`src/rtl/spi_pkg.sv`:
```
// Shared types and edge-polarity helpers for the oversampled SPI slave.
package spi_pkg;

    typedef enum logic [1:0] {
        IDLE,
        SHIFT,
        DONE
    } spi_state_t;

    function automatic logic leading_is_rise(input int unsigned cpol);
        return (cpol == 0);
    endfunction

    // CPHA=0 samples on the leading edge, CPHA=1 on the trailing edge.
    function automatic logic sample_is_rise(input int unsigned cpol, input int unsigned cpha);
        return leading_is_rise(cpol) ^ (cpha != 0);
    endfunction

endpackage

```
`src/rtl/spi_sync_edge.sv`:
```
// Multi-stage synchroniser for one asynchronous input, with level and edge strobes.
module spi_sync_edge #(
    parameter int unsigned STAGES  = 2,
    parameter logic        RST_VAL = 1'b0
) (
    input  logic i_clk,
    input  logic i_rst,
    input  logic i_async,
    output logic o_level,
    output logic o_rise,
    output logic o_fall
);

    logic [STAGES-1:0] r_sync;
    logic              r_prev;

    always_ff @(posedge i_clk) begin
        if (i_rst) begin
            r_sync <= {STAGES{RST_VAL}};
            r_prev <= RST_VAL;
        end else begin
            r_sync <= {r_sync[STAGES-2:0], i_async};
            r_prev <= r_sync[STAGES-1];
        end
    end

    assign o_level = r_sync[STAGES-1];
    assign o_rise  = r_sync[STAGES-1] & ~r_prev;
    assign o_fall  = ~r_sync[STAGES-1] & r_prev;

endmodule

```
`src/rtl/spi_slave_sync.sv`:
```
// Full-duplex SPI slave oversampled in the CLK domain, all four SPI modes.
// Define SPI_SLAVE_BURST_EN to stream back-to-back words under one CSbar.
module spi_slave_sync #(
    parameter int unsigned WIDTH       = 16,
    parameter int unsigned CPOL        = 0,
    parameter int unsigned CPHA        = 0,
    parameter int unsigned SYNC_STAGES = 2
) (
    input  logic             CLK,
    input  logic             RST,
    input  logic             SCK,
    input  logic             CSbar,
    input  logic             MOSI,
    output logic             MISO,
    output logic             MISO_OE,
    input  logic [WIDTH-1:0] TX_DATA,
    input  logic             TX_VALID,
    output logic             TX_READY,
    output logic [WIDTH-1:0] RX_DATA,
    output logic             RX_VALID,
    output logic             TX_UNDERRUN,
    output logic             FRAME_ERR,
    output logic             BUSY
);
    import spi_pkg::*;

    localparam int unsigned      CNT_W       = $clog2(WIDTH + 1);
    localparam logic [CNT_W-1:0] LAST_BIT    = CNT_W'(WIDTH - 1);
    localparam logic [CNT_W-1:0] FULL_CNT    = CNT_W'(WIDTH);
    localparam logic             SAMPLE_RISE = sample_is_rise(CPOL, CPHA);

    logic w_sck_level, w_sck_rise, w_sck_fall;
    logic w_cs_level, w_cs_rise, w_cs_fall;
    logic w_mosi, w_mosi_rise, w_mosi_fall;
    logic w_sample_edge, w_shift_edge, w_word_done;
    logic [WIDTH-1:0] w_rx_word;
    logic w_unused;

    spi_state_t       r_state;
    logic [WIDTH-1:0] r_hold;
    logic             r_hold_full;
    logic [WIDTH-1:0] r_shift_out;
    logic [WIDTH-1:0] r_shift_in;
    logic [CNT_W-1:0] r_bit_cnt;
    logic             r_first_edge;
    logic             r_reload;
    logic             r_miso_oe;
    logic [WIDTH-1:0] r_rx_data;
    logic             r_rx_valid;
    logic             r_tx_underrun;
    logic             r_frame_err;

    spi_sync_edge #(.STAGES(SYNC_STAGES), .RST_VAL(1'(CPOL))) u_sync_sck (
        .i_clk(CLK), .i_rst(RST), .i_async(SCK),
        .o_level(w_sck_level), .o_rise(w_sck_rise), .o_fall(w_sck_fall)
    );

    spi_sync_edge #(.STAGES(SYNC_STAGES), .RST_VAL(1'b1)) u_sync_cs (
        .i_clk(CLK), .i_rst(RST), .i_async(CSbar),
        .o_level(w_cs_level), .o_rise(w_cs_rise), .o_fall(w_cs_fall)
    );

    spi_sync_edge #(.STAGES(SYNC_STAGES), .RST_VAL(1'b0)) u_sync_mosi (
        .i_clk(CLK), .i_rst(RST), .i_async(MOSI),
        .o_level(w_mosi), .o_rise(w_mosi_rise), .o_fall(w_mosi_fall)
    );

    assign w_unused = ^{w_sck_level, w_cs_level, w_mosi_rise, w_mosi_fall, r_shift_in[WIDTH-1]};

    assign w_sample_edge = SAMPLE_RISE ? w_sck_rise : w_sck_fall;
    assign w_shift_edge  = SAMPLE_RISE ? w_sck_fall : w_sck_rise;
    assign w_rx_word     = {r_shift_in[WIDTH-2:0], w_mosi};
    assign w_word_done   = (r_state == SHIFT) && w_sample_edge && (r_bit_cnt == LAST_BIT);

    always_ff @(posedge CLK) begin
        if (RST) begin
            r_state       <= IDLE;
            r_hold        <= '0;
            r_hold_full   <= 1'b0;
            r_shift_out   <= '0;
            r_shift_in    <= '0;
            r_bit_cnt     <= '0;
            r_first_edge  <= 1'b0;
            r_reload      <= 1'b0;
            r_miso_oe     <= 1'b0;
            r_rx_data     <= '0;
            r_rx_valid    <= 1'b0;
            r_tx_underrun <= 1'b0;
            r_frame_err   <= 1'b0;
        end else begin
            r_rx_valid    <= 1'b0;
            r_tx_underrun <= 1'b0;
            r_frame_err   <= 1'b0;

            // A load only clears the full flag when it consumed a word, so a
            // same-cycle capture into an empty register is never lost.
            if (TX_VALID && !r_hold_full) begin
                r_hold      <= TX_DATA;
                r_hold_full <= 1'b1;
            end

            case (r_state)
                IDLE: begin
                    if (w_cs_fall) begin
                        if (r_hold_full) begin
                            r_shift_out <= r_hold;
                            r_hold_full <= 1'b0;
                        end else begin
                            r_shift_out   <= '0;
                            r_tx_underrun <= 1'b1;
                        end
                        r_bit_cnt    <= '0;
                        r_first_edge <= 1'b1;
                        r_reload     <= 1'b0;
                        r_miso_oe    <= 1'b1;
                        r_state      <= SHIFT;
                    end
                end

                SHIFT: begin
                    if (w_sample_edge) begin
                        r_shift_in <= w_rx_word;
                        if (r_bit_cnt == LAST_BIT) begin
                            r_rx_data  <= w_rx_word;
                            r_rx_valid <= 1'b1;
`ifdef SPI_SLAVE_BURST_EN
                            r_bit_cnt <= '0;
                            r_reload  <= 1'b1;
`else
                            r_bit_cnt <= FULL_CNT;
                            r_miso_oe <= 1'b0;
                            r_state   <= DONE;
`endif
                        end else begin
                            r_bit_cnt <= r_bit_cnt + 1'b1;
                        end
                    end else if (w_shift_edge) begin
                        if (r_reload) begin
                            if (r_hold_full) begin
                                r_shift_out <= r_hold;
                                r_hold_full <= 1'b0;
                            end else begin
                                r_shift_out   <= '0;
                                r_tx_underrun <= 1'b1;
                            end
                            r_reload <= 1'b0;
                        end else if (CPHA != 0 && r_first_edge) begin
                            r_first_edge <= 1'b0;
                        end else begin
                            r_shift_out <= {r_shift_out[WIDTH-2:0], 1'b0};
                        end
                    end

                    if (w_cs_rise) begin
                        r_state   <= IDLE;
                        r_miso_oe <= 1'b0;
                        if (!w_word_done && r_bit_cnt != '0)
                            r_frame_err <= 1'b1;
                    end
                end

                DONE: begin
                    if (w_cs_rise) begin
                        r_state   <= IDLE;
                        r_miso_oe <= 1'b0;
                    end
                end

                default: r_state <= IDLE;
            endcase
        end
    end

    assign MISO        = r_shift_out[WIDTH-1];
    assign MISO_OE     = r_miso_oe;
    assign TX_READY    = ~r_hold_full;
    assign RX_DATA     = r_rx_data;
    assign RX_VALID    = r_rx_valid;
    assign TX_UNDERRUN = r_tx_underrun;
    assign FRAME_ERR   = r_frame_err;
    assign BUSY        = (r_state == SHIFT);

endmodule

```
`config.mk`:
```
export PLATFORM = sky130hd
export DESIGN_NAME = spi_slave_sync
export DESIGN_NICKNAME = d
export VERILOG_FILES = /design/src/rtl/spi_pkg.sv /design/src/rtl/spi_sync_edge.sv /design/src/rtl/spi_slave_sync.sv
export SDC_FILE = /design/constraint.sdc
export NUM_CORES = 1
export LEC_CHECK = 0
export BUFFER_PORTS_ARGS = -buffer_cell sky130_fd_sc_hd__buf_2
export CORE_AREA = 2 2 83 164
export CTS_CLUSTER_DIAMETER = 100
export DETAILED_ROUTE_END_ITERATION = 10
export DIE_AREA = 0 0 85 166
export PLACE_DENSITY = 0.4
export SLEW_MARGIN = 20
export SYNTH_ARGS = -nofsm -noshare
export SYNTH_HDL_FRONTEND = slang
export SYNTH_SLANG_ARGS = --single-unit
```
`constraint.sdc`:
```
create_clock -name CLK -period 2 [get_ports CLK]
set_input_delay 0.3 -clock CLK [delete_from_list [all_inputs] [get_ports CLK]]
set_output_delay 0.3 -clock CLK [all_outputs]
set_load 0.02 [all_outputs]
```
# After elaboration in Yosys (flattened, before gate mapping)
# Index checks and enable logic that the tools add are counted.
word_totals:
  inputBits: 22
  ff_bits: 84
  out_inout_bits: 23
  word_cells: 99
op_classes:
  reduce_logical: 18
  n_mux: 41
  bitwise_logic: 12
  n_addsub: 1
  n_eq_ne: 10
op_table:
  columns: ["cell", "n"]
  rows:
  - ["$mux W16", 5]
  - ["$pmux W16 S2", 1]
  - ["$mux W1", 21]
  - ["$mux W5", 3]
  - ["$mux W2", 5]
  - ["$pmux W5 S2", 1]
  - ["$ne A2 B1 Y1 const B", 4]
  - ["$not A1 Y1", 8]
  - ["$reduce_and A4 Y1", 2]
  - ["$ne A3 B1 Y1 const B", 2]
  - ["$pmux W1 S2", 3]
  - ["$pmux W2 S3", 1]
  - ["$reduce_and A3 Y1", 2]
  - ["$reduce_or A3 Y1", 2]
  - ["$add A5 B1 Y5 const B", 1]
  - ["$eq A5 B4 Y1 const B", 1]
  - ["$reduce_and A5 Y1", 1]
  - ["$reduce_bool A5 Y1", 1]
  - ["$and A1 B1 Y1", 4]
  - ["$logic_and A1 B1 Y1", 4]
  - ["$pmux W1 S3", 1]
  - ["$reduce_bool A3 Y1", 1]
  - ["$eq A2 B1 Y1 const B", 1]
  - ["$eq A2 B2 Y1 const B", 1]
  - ["5 further kinds", 6]

# Longest topological paths before layout
# Gate-level depths: netlist of the first run.
logic_depth:
  word_depth: 8
  mapped_depth: 9
  depth_no_buf: 7

# By module
# From an unflattened synthesis of the first run, not the netlist that was laid out.
unflattened:
  cells_unflattened: 412
  area_unflattened_um2: 3393.3
by_module_without_submodules:
  columns: ["mod", "n_inst", "area_per_inst_um2", "seq_area_each_um2", "cells_per_inst"]
  rows:
  - ["spi_slave_sync", 1, 3118.0, 1501.4, 388]
  - ["spi_sync_edge at u_sync_mosi ...", 2, 91.3, 60.1, 8]
  - ["spi_sync_edge at u_sync_cs", 1, 92.6, 60.1, 8]

# Worst setup path before layout of the first run
# Ideal clock, no wire load.
synth_path:
  kind: "flip-flop to flip-flop"
  start: "register r_bit_cnt[0]"
  end: "register r_bit_cnt[3]"
  slack_ns: 0.112
  required_ns: 1.909
  setup_ns: 0.091
  path_stages_with_launch: 8
  period_less_slack_ns: 1.888
  arrival_time_ns: 1.797
  path_buffers: 0
  path_cell_list: "dfxtp_1 > ha_1 > and3_1 > ha_1 > nand2b_4 > a2111oi_4 > a41oi_1 > a311oi_1"
synth_between:
  elab_chain_cells: 4
  word_cells_on_any_way: 5
  classes_between: "add/sub: 1; eq/ne: 1; mux: 3"
synth_lines:
  columns: ["item", "line", "text"]
  rows:
  - ["start: declaration", "spi_slave_sync.sv:44", "logic [CNT_W-1:0] r_bit_cnt;"]
  - ["start signal: assignment", "spi_slave_sync.sv:135", "r_bit_cnt <= r_bit_cnt + 1'b1;"]
  - ["$add A5 B1 Y5 or $eq A5 B4 Y1 (tied branches)", "spi_slave_sync.sv:135, spi_slave_sync.sv:123", null]
  - ["$mux W5 (*)", "spi_slave_sync.sv:123", "if (r_bit_cnt == LAST_BIT) begin"]
  - ["$mux W5 (*)", "spi_slave_sync.sv:121", "if (w_sample_edge) begin"]
  - ["$pmux W5 S2 (*)", "spi_slave_sync.sv:102", "case (r_state)"]
# Mark *: on every way between the ends. The rest lies on a longest branch, timed or not. The select of a mux whose other input is x is not followed.
# A chain may end at the register's enable or synchronous reset.

# Worst setup path after layout of the first run
layout_path:
  start: "register r_bit_cnt[1]"
  end: "register r_miso_oe, in the netlist MISO_OE"
layout_between:
  elab_chain_cells: 3
layout_lines:
  columns: ["item", "line", "text"]
  rows:
  - ["$eq A5 B4 Y1", "spi_slave_sync.sv:123", null]
  - ["$ne A3 B1 Y1 (no source line)", null, null]
  - ["$reduce_and A5 Y1 (no source line)", null, null]
  - ["end signal: assignment", "spi_slave_sync.sv:115", "r_miso_oe <= 1'b1;"]
  - ["end signal: assignment", "spi_slave_sync.sv:131", "r_miso_oe <= 1'b0;"]
  - ["end signal: assignment", "spi_slave_sync.sv:156", "r_miso_oe <= 1'b0;"]
  - ["end: declaration", "spi_slave_sync.sv:47", "logic r_miso_oe;"]
# Every way passes these cells.

==> results of run 1 <==
[logic make-up after synthesis]
group | share of synthesized area [%]
DFF | 49.1
and+or+nand+nor | 21.8
adders and majority gates | 2.59
buffers and inverters | 5.43
muxes | 0.332
AOI/OAI and AO/OA | 20.8
[final timing paths]
check | from | to | slack [ns] | cells after the start
hold reg to reg | u_sync_cs.r_sync[0] | u_sync_cs.r_sync[1] | 0.41 | 1
setup / recovery | r_bit_cnt[1] | MISO_OE | 0.08 | 7
setup reg to reg | r_bit_cnt[1] | MISO_OE | 0.08 | 7
hold / removal | CSbar | u_sync_cs.r_sync[0] | 0.15 | 2
[state kept, by name (all words and copies together), names as in the netlist]
signal / flops
u_sync_mosi.r_sync: 2
r_bit_cnt: 5
FRAME_ERR: 1
u_sync_cs.r_prev: 1
r_hold: 16
u_sync_sck.r_prev: 1
TX_UNDERRUN: 1
RX_VALID: 1
r_state: 2
RX_DATA: 16
u_sync_cs.r_sync: 2
r_hold_full: 1
MISO_OE: 1
r_shift_in: 15
r_shift_out: 16
u_sync_sck.r_sync: 2
[synthesized netlist by cell type (2+ instances only)]
cell type	count	share of area (%)
sky130_fd_sc_hd__a311oi_1	17	4.4
sky130_fd_sc_hd__ha_1	7	2.6
sky130_fd_sc_hd__dfxtp_1	83	49
sky130_fd_sc_hd__nor2b_1	10	1.8
sky130_fd_sc_hd__nand4b_1	2	0.52
sky130_fd_sc_hd__a21oi_1	85	13
sky130_fd_sc_hd__clkbuf_1	15	1.7
sky130_fd_sc_hd__buf_4	3	0.66
sky130_fd_sc_hd__or2_2	4	0.74
sky130_fd_sc_hd__nand2b_4	2	0.81
sky130_fd_sc_hd__o21ai_0	4	0.59
sky130_fd_sc_hd__nand2_1	114	13
sky130_fd_sc_hd__buf_2	12	1.8
sky130_fd_sc_hd__nor2_1	24	2.7
sky130_fd_sc_hd__inv_1	9	1.0
[area by class of cell]
class                           count  share of cell area (%)
Multi-Input combinational cell    293                    37.8
Timing Repair Buffer               62                    9.23
Clock buffer                       10                    5.80
Sequential cell                    83                    40.4
Clock inverter                      5                    1.31
Tap cell                          152                    4.62
Inverter                            9                   0.820
[worst reg2reg max path, delay by kind of cell, from the launching register on]
family | cells | cell delay, ns
compound gates | 1 | 0.09
fa+ha+maj | 2 | 0.39
flops | 1 | 0.32
mux | 1 | 0.33
simple gates | 3 | 0.67
[repair_timing]
item / in CTS / in global routing
setup buffers: 0 / 2
setup endpoints to repair: 0 / 20
hold endpoints to repair: 0 / 0
resized for setup: 0 / 7
[metrics by stage]
step | setup WS (ns) | hold slack, ns | area [sq um] | setup TNS, ns | utilization (%)
6_report | 0.0824 | 0.152 | 4120 | 0 | 31.9
5_1_grt | 0.00203 | 0.140 | 4120 | 0 | 31.9
4_1_cts | 0.00860 | 0.140 | 4090 | 0 | 31.7
3_5_place_dp | -0.00322 | 0.399 | 3800 | -0.00322 | 29.4
3_3_place_gp | 0.0842 | 0.397 | 3800 | 0 | 29.4
2_1_floorplan | 0.112 | 0.389 | 3390 | 0 | -
[power breakdown]
part,switching [uW],leakage [uW],internal [uW]
Sequential,74.2,0.000677,1800
Clock,644,0.000148,989
Combinational,420,0.000734,284
Total,1140,0.00156,3070
[per-layer routing]
| layer | global-route usage, % | share of wire, % | vias up |
|---|---|---|---|
| met5 | 0 | 0 | - |
| met4 | 4.76 | 1.7 | 0 |
| met3 | 2.98 | 3.3 | 8 |
| met2 | 21.8 | 54 | 53 |
| met1 | 13.6 | 41 | 1362 |
| li1 | - | - | 1487 |
==> run summary, run 1 <==
## Status
• outcome: complete, no violations

## Logic synthesis
• fraction of synthesis flops using an asynchronous set or reset pin: 0%
• post-synthesis instance total: 416
• Synth Cell Area: 3390 sq um
• Post-synth EDFFs: 0
• ys flop type: sky130_fd_sc_hd__dfxtp_1
• fraction of the yosys area taken by sequential cells: 49.1%
• number of nets in the synthesized netlist: 445
• count of unique library cells instantiated by Yosys: 40
• mean cell area of the mapped netlist: 8.14 sq um
• post-synthesis sequential element count: 83
• total of warnings raised by yosys: 0

## Pwr
• power per standard cell area: 1020 nW/um^2
• total power consumption of the routed design: 4210 uW
• peak supply drop: 433 uV
• Lkg Pwr: 0.00156 uW

## STA
• worst-case clock skew: 0.00992 ns
• achievable frequency: 0.521 GHz
• max-slew violation count: 0
• final critical delay including setup and external delays: 1.92 ns
• setup repair after global routing missed its margin: no
• crit share post-route: 95.9%
• final number of hold-violating endpoints: 0
• tightest slew margin relative to the limit: 64.8%
• Worst-Margin Slew: 0.527 ns
• number of setup violations in the final report: 0

## Clocking
• cell at the root of the clock tree: sky130_fd_sc_hd__clkbuf_16
• clk_lat worst skew: 0.33 ns
• cts-stage hold buffer count: 0
• Max H-tree Level: 3
• total number of clock tree sinks: 83
• clk slew on worst S/H paths: 0.06 ns
• TritonCTS clock tree: built
• total CTS buffers: 9
• Longest Clk Path Bufs: 2

## Worst setup path
• stage delay of the slowest cell on the critical path: 0.33 ns
• crit path max-delay cell type: sky130_fd_sc_hd__mux2_1
• sum of buffers and inverters on the critical path: 0
• data arrival time at the worst-slack endpoint: 2.13 ns
• required time of the critical path: 2.21 ns
• maximum fanout count along the critical path: 4
• kind of critical path: flop to flop
• nature of the critical path endpoint: flop
• cells along the critical path: ha_2 -> and3_1 -> ha_2 -> and4bb_2 -> nor3_2 -> o31ai_2 -> mux2_1
• largest delay contributor family on the critical path: simple AND/OR/NAND/NOR gates
• most repeated library cell on the critical path: sky130_fd_sc_hd__ha_2
• startpoint type of the worst setup path: flop

## Cells and area
• fill count: 1359
• most common library cell in the layout ignoring fill and taps: sky130_fd_sc_hd__nand2_1
• commonest non-fill, non-tap cells in the layout: sky130_fd_sc_hd__nand2_1, sky130_fd_sc_hd__a21oi_1, sky130_fd_sc_hd__dfxtp_1
• area of combinational cells with multiple inputs: 1560 sq um
• share of layout cells above drive strength 1: 21.2%
• area added between synthesis and finish: 21.6%
• final cell count without fillers: 614
• # diodes: 0
• sequential cell area: 1660 sq um
• number of nets at the end of the flow: 487

## Global routing
• number of antenna violations at the first check in global routing: 0
• sum of overflow across all layers after global routing: 0
• overall track demand over capacity in global routing: 12.2%
• wire length of the first global-routing pass: 13700 um
• largest net degree at the start of global routing: 47
• via count of the first global-routing pass: 2853

## Route
• routed vias: 2910
• number of DRC markers after the initial detailed-route iteration: 94
• drt drc: 0
• Detailed Routing Iterations Pass 1: 4
• total wire length: 8300 um
• vias per cell: 4.74
• post-detailed-route count of antenna-violating nets: 0
• post-DR wirelength/cell: 13.5 um

## Die
• Die X: 85 um
• die boundary height: 166 um
• number of placement rows: 59
• die footprint: 14100 sq um
• count of pins on the block boundary: 45
• Starting Density: 26.2%
• Core ar.: 12900 sq um

## Place
• Placed Instances: 597
• placed wire-length estimate: 5710 um
• number of port buffers: 44
• routability-driven placement congestion ratio: 0.681

## Job
• max-cap violations: 0

## Min path
• min-delay worst type: input pin to flop

(Power assumes the default switching activity.)
==> run 2, diff against run 1 <==
Settings changed: CORE_AREA 2 2 83 164 to 10 10 91 172, DIE_AREA 0 0 85 166 to 0 0 101 182.
==> run 2 against run 1 <==
Effect of this change: combinational power hardly changed; core utilization decreased by 0.18 points; final cell count down 0.81%; power up 2.6%; critical path type unchanged.
==> run summary, run 2 (synthesis results as in run 1) <==
## Status
• outcome: complete, no violations, unchanged

## Pwr
• total power consumption of the routed design: 4320 uW, was 4210 uW
• switching share of power: 25.8%, was 27.0%
• Net Switching: 1110 uW, was 1140 uW
• Flop pwr share: 43.5%, was 44.5%
• relative contribution of the clock network to total power: 40.2%, was 38.8%
• combinational cell fraction of total power: 16.2%, was 16.7%
• power per standard cell area: 1050 nW/um^2, was 1020 nW/um^2
• internal power: 3210 uW, was 3070 uW
• peak supply drop: 619 uV, was 433 uV
• Lkg Pwr: 0.00153 uW, was 0.00156 uW

## Die
• Core ar.: 12900 sq um, unchanged
• die boundary height: 182 um, was 166 um
• die footprint: 18400 sq um, was 14100 sq um
• Die X: 101 um, was 85 um
• number of placement rows: 59, unchanged
• count of pins on the block boundary: 45, unchanged
• Starting Density: 26.2%, unchanged

## Route
• total wire length: 8440 um, was 8300 um
• post-DR wirelength/cell: 13.9 um, was 13.5 um
• Detailed Routing Iterations Pass 1: 4, unchanged
• vias per cell: 4.67, was 4.74
• number of DRC markers after the initial detailed-route iteration: 60, was 94
• routed vias: 2845, was 2910
• post-detailed-route count of antenna-violating nets: 0, unchanged
• drt drc: 0, unchanged

## Clocking
• Max H-tree Level: 3, unchanged
• total CTS buffers: 9, unchanged
• TritonCTS clock tree: built, unchanged
• cell at the root of the clock tree: sky130_fd_sc_hd__clkbuf_16, unchanged
• Longest Clk Path Bufs: 2, unchanged
• clk_lat worst skew: 0.33 ns, about the same
• total number of clock tree sinks: 83, unchanged
• post-CTS setup repair buffer count: 0, unchanged
• clk slew on worst S/H paths: 0.06 ns, about the same

## STA
• tightest slew margin relative to the limit: 61.6%, was 64.8%
• worst-case clock skew: 0.00393 ns, was 0.00992 ns
• achievable frequency: 0.531 GHz, was 0.521 GHz
• max-slew violation count: 0, unchanged
• number of setup violations in the final report: 0, unchanged
• final number of hold-violating endpoints: 0, unchanged
• crit share post-route: 94.1%, was 95.9%
• final critical delay including setup and external delays: 1.88 ns, was 1.92 ns
• setup slack of the critical path after layout: 0.117 ns, was 0.0824 ns
• worst hold slack: 0.156 ns, was 0.152 ns
• Worst-Margin Slew: 0.574 ns, was 0.527 ns

## Place
• worst slack at placement: -0.0227 ns, was -0.00322 ns
• number of port buffers: 44, unchanged
• routability-driven placement congestion ratio: 0.705, was 0.681
• placed wire-length estimate: 6090 um, was 5710 um

## Worst setup path
• nature of the critical path endpoint: flop, unchanged
• startpoint type of the worst setup path: flop, unchanged
• Reg2Reg Launch Point: r_bit_cnt[0], was r_bit_cnt[1]
• terminus of the critical flop-to-flop path: r_bit_cnt[3], was MISO_OE
• data arrival time at the worst-slack endpoint: 2.12 ns, was 2.13 ns
• depth of the worst register-to-register path: 7, unchanged
• kind of critical path: flop to flop, unchanged
• launch point of the worst path: r_bit_cnt[0], was r_bit_cnt[1]
• required time of the critical path: 2.24 ns, was 2.21 ns
• end point of the critical path: r_bit_cnt[3], was MISO_OE
• setup slack of the worst register-to-register path: 0.12 ns, was 0.08 ns
• maximum fanout count along the critical path: 4, unchanged

## Cells and area
• commonest non-fill, non-tap cells in the layout: sky130_fd_sc_hd__nand2_1, sky130_fd_sc_hd__a21oi_1, sky130_fd_sc_hd__dfxtp_1, unchanged
• final design utilization: 31.7%, was 31.9%
• most common library cell in the layout ignoring fill and taps: sky130_fd_sc_hd__nand2_1, unchanged
• # diodes: 0, unchanged
• area added between synthesis and finish: 20.9%, was 21.6%
• share of layout cells above drive strength 1: 19.7%, was 21.2%
• fill count: 1380, was 1359
• number of nets at the end of the flow: 482, was 487

## Min path
• instance count along the most critical hold path: 2, unchanged
• min-delay worst type: input pin to flop, unchanged

## Global routing
• via count of the first global-routing pass: 2811, was 2853
• wire length of the first global-routing pass: 13700 um, about the same
• largest net degree at the start of global routing: 46, was 47
• overall track demand over capacity in global routing: 9.24%, was 12.2%
• number of antenna violations at the first check in global routing: 0, unchanged
• sum of overflow across all layers after global routing: 0, unchanged

## Job
• max-cap violations: 0, unchanged

-- run 2: worst min-delay path by stage --
stage	start	to	slack [ns]
final	CSbar	u_sync_cs.r_sync[0]	0.16
after global placement	u_sync_cs.r_sync[0]	u_sync_cs.r_sync[1]	0.39
after detailed placement	u_sync_cs.r_sync[0]	u_sync_cs.r_sync[1]	0.40
after CTS	CSbar	u_sync_cs.r_sync[0]	0.15
after global routing	CSbar	u_sync_cs.r_sync[0]	0.15
after floorplan	u_sync_cs.r_sync[0]	u_sync_cs.r_sync[1]	0.39
-- run 2: critical path: stages (launching register included) --
cell                        delay (ns)
sky130_fd_sc_hd__dfxtp_1          0.31
sky130_fd_sc_hd__ha_2             0.19
sky130_fd_sc_hd__and3_1           0.18
sky130_fd_sc_hd__ha_2             0.19
sky130_fd_sc_hd__nand2b_4         0.16
sky130_fd_sc_hd__a2111oi_4        0.34
sky130_fd_sc_hd__a41oi_1          0.17
sky130_fd_sc_hd__a311oi_1         0.25
-- run 2: through the flow --
step,instance area (sq um),setup TNS (ns),instances
after detailed placement,3760,-0.0403,594
final,4100,0,609
after CTS,4070,0,609
after global routing,4100,-0.00873,609
after global placement,3760,0,594
after floorplan,3390,0,416
-- run 2: final cells by class --
cell class                 count  area (sq um)  area share, %
inverter                       9          33.8          0.825
tap                          152           190           4.64
clock buffer                  13           250           6.11
sequential                    83          1660           40.6
timing repair buffer          57           330           8.06
multi-input combinational    293          1570           38.3
clock inverter                 2          60.1           1.47
-- run 2: what timing repair did --
item	CTS	global route
pin swaps	1	1
gates resized for setup	0	8
hold endpoints to repair	0	0
setup endpoints to repair	2	20
cloned	0	0
hold buffers	0	0
-- run 2: power by group through the flow --
stage | Clock [uW] | Sequential (uW) | Combinational [uW]
floorplan | 0 | 1910 | 502
finish | 1740 | 1880 | 702
global placement | 0 | 1910 | 684
CTS | 1790 | 1880 | 697
detailed placement | 0 | 1920 | 694
global route | 1870 | 1900 | 789
-- run 2: per-layer routing --
layer / up-vias / global-route usage (%) / wire length [um]
li1: 1472 / - / -
met5: - / 0 / 0
met3: 10 / 2.66 / 382
met2: 44 / 16.5 / 4580
met4: 0 / 3.92 / 143
met1: 1319 / 9.60 / 3340
==> run 3, diff against run 2 <==
Settings changed: CORE_AREA 10 10 91 172 to 10 10 73 136, DIE_AREA 0 0 101 182 to 0 0 83 146, PLACE_DENSITY 0.4 to 0.62.
==> run 3 against run 2 <==
Effect of this change: critical path depth unchanged; routed wire length fell by 14%; power down 6.3%; sequential power hardly changed; worst hold slack got worse by 0.014 ns; clock skew is essentially flat; global-route usage grew 3.0 points; final cell count decreased by 9.0%; combinational power hardly changed; largest cell class unchanged; largest power group unchanged.
==> run summary, run 3 (synthesis results as in run 1) <==
## Cells and area
• number of nets at the end of the flow: 482, unchanged
• commonest non-fill, non-tap cells in the layout: sky130_fd_sc_hd__nand2_1, sky130_fd_sc_hd__a21oi_1, sky130_fd_sc_hd__dfxtp_1, unchanged
• final design utilization: 51.1%, was 31.7%
• most common library cell in the layout ignoring fill and taps: sky130_fd_sc_hd__nand2_1, unchanged
• area added between synthesis and finish: 18.1%, was 20.9%
• # diodes: 0, unchanged
• share of layout cells above drive strength 1: 19.9%, was 19.7%

## STA
• final critical delay including setup and external delays: 1.89 ns, was 1.88 ns
• setup repair after global routing missed its margin: yes
• Setup Total Neg Slack: 0 ns, unchanged
• worst hold slack: 0.142 ns, was 0.156 ns
• setup slack of the critical path after layout: 0.108 ns, was 0.117 ns
• final number of hold-violating endpoints: 0, unchanged
• crit share post-route: 94.6%, was 94.1%
• max-slew violation count: 0, unchanged
• achievable frequency: 0.529 GHz, was 0.531 GHz
• worst-case clock skew: 0.00426 ns, was 0.00393 ns
• Worst-Margin Slew: 0.679 ns, was 0.574 ns
• number of setup violations in the final report: 0, unchanged
• tightest slew margin relative to the limit: 54.5%, was 61.6%

## Place
• routability-driven placement congestion ratio: 0.773, was 0.705
• worst slack at placement: 0.0558 ns, was -0.0227 ns
• number of port buffers: 44, unchanged
• placed wire-length estimate: 4840 um, was 6090 um

## Worst setup path
• data arrival time at the worst-slack endpoint: 2.14 ns, was 2.12 ns
• terminus of the critical flop-to-flop path: r_bit_cnt[3], unchanged
• depth of the worst register-to-register path: 7, unchanged
• largest delay contributor family on the critical path: compound AO/OA/AOI/OAI gates, unchanged
• maximum fanout count along the critical path: 3, was 4
• Reg2Reg Launch Point: r_bit_cnt[0], unchanged
• kind of critical path: flop to flop, unchanged
• nature of the critical path endpoint: flop, unchanged
• startpoint type of the worst setup path: flop, unchanged
• stage delay of the slowest cell on the critical path: 0.34 ns, about the same
• cells along the critical path: ha_2 -> and3_1 -> ha_1 -> nand2b_4 -> a2111oi_4 -> a41oi_1 -> a311oi_1, was ha_2 -> and3_1 -> ha_2 -> nand2b_4 -> a2111oi_4 -> a41oi_1 -> a311oi_1
• setup slack of the worst register-to-register path: 0.11 ns, was 0.12 ns
• crit path max-delay cell type: sky130_fd_sc_hd__a2111oi_4, unchanged
• number of stages on the worst setup path: 7, unchanged
• required time of the critical path: 2.24 ns, about the same
• end point of the critical path: r_bit_cnt[3], unchanged
• sum of buffers and inverters on the critical path: 0, unchanged
• launch point of the worst path: r_bit_cnt[0], unchanged

## Route
• Detailed Routing Iterations Pass 1: 4, unchanged
• routed vias: 2843, was 2845
• number of DRC markers after the initial detailed-route iteration: 265, was 60
• post-DR wirelength/cell: 13.1 um, was 13.9 um
• total wire length: 7250 um, was 8440 um
• vias per cell: 5.13, was 4.67
• post-detailed-route count of antenna-violating nets: 0, unchanged
• drt drc: 0, unchanged

## Die
• number of placement rows: 46, was 59
• Core ar.: 7830 sq um, was 12900 sq um
• count of pins on the block boundary: 45, unchanged
• Die X: 83 um, was 101 um
• Starting Density: 43.3%, was 26.2%
• die boundary height: 146 um, was 182 um
• die footprint: 12100 sq um, was 18400 sq um

## Clocking
• clk slew on worst S/H paths: 0.06 ns, about the same
• Max H-tree Level: 3, unchanged
• clk_lat worst skew: 0.34 ns, was 0.33 ns
• total CTS buffers: 9, unchanged
• total number of clock tree sinks: 83, unchanged
• cell at the root of the clock tree: sky130_fd_sc_hd__clkbuf_16, unchanged
• Longest Clk Path Bufs: 2, unchanged
• TritonCTS clock tree: built, unchanged

## Min path
• min-delay worst type: input pin to flop, unchanged

## Global routing
• largest net degree at the start of global routing: 35, was 46
• overall track demand over capacity in global routing: 12.2%, was 9.24%
• via count of the first global-routing pass: 2728, was 2811
• sum of overflow across all layers after global routing: 0, unchanged
• wire length of the first global-routing pass: 12700 um, was 13700 um
• number of antenna violations at the first check in global routing: 0, unchanged

## Job
• max-cap violations: 0, unchanged

## Status
• outcome: complete, no violations, unchanged

## Pwr
• power per standard cell area: 1010 nW/um^2, was 1050 nW/um^2
• Lkg Pwr: 0.00152 uW, was 0.00153 uW
• peak supply drop: 589 uV, was 619 uV

run 3: worst min-delay path by stage:
stage | to | cells after the start | slack [ns] | startpoint
3_3_place_gp | u_sync_cs.r_sync[1] | 1 | 0.39 | u_sync_cs.r_sync[0]
6_report | u_sync_cs.r_sync[0] | 2 | 0.14 | CSbar
4_1_cts | u_sync_cs.r_sync[0] | 2 | 0.13 | CSbar
2_1_floorplan | u_sync_cs.r_sync[1] | 1 | 0.39 | u_sync_cs.r_sync[0]
3_5_place_dp | u_sync_cs.r_sync[1] | 1 | 0.40 | u_sync_cs.r_sync[0]
5_1_grt | u_sync_cs.r_sync[0] | 2 | 0.14 | CSbar
run 3: cell type report:
| type | count | area (sq um) |
|---|---|---|
| flip-flops and latches | 83 | 1660 |
| clock inverters | 5 | 30.0 |
| multi-input cells | 293 | 1570 |
| clock buffers | 11 | 233 |
| fillers | 813 | 3830 |
| repair buffers | 57 | 355 |
| well taps | 96 | 120 |
| inverters | 9 | 33.8 |
run 3: routing by layer:
metal	vias up	track usage [%]	part of all wire, %
li1	1477	-	-
met1	1303	15.0	46
met2	51	18.9	47
met3	12	3.48	4.6
met4	0	6.16	2.1
met5	-	0	0
run 3: stage by stage:
step / area, sq um / cells / power (uW)
floorplan: 3390 / 416 / 2410
global placement: 3720 / 538 / 2590
detailed placement: 3720 / 538 / 2590
CTS: 3980 / 554 / 4090
global route: 4000 / 554 / 4250
finish: 4000 / 554 / 4050
run 3: report_power, final:
part / internal, uW / leakage (uW) / switching (uW)
clock: 834 / 0.000125 / 635
combinational: 289 / 0.000716 / 411
sequential: 1800 / 0.000676 / 80.2
total: 2920 / 0.00152 / 1130
run 3: what timing repair did:
item	CTS	global route
gates resized for setup	0	6
setup endpoints to repair	0	17
hold buffers	0	0
buffers inserted	0	0
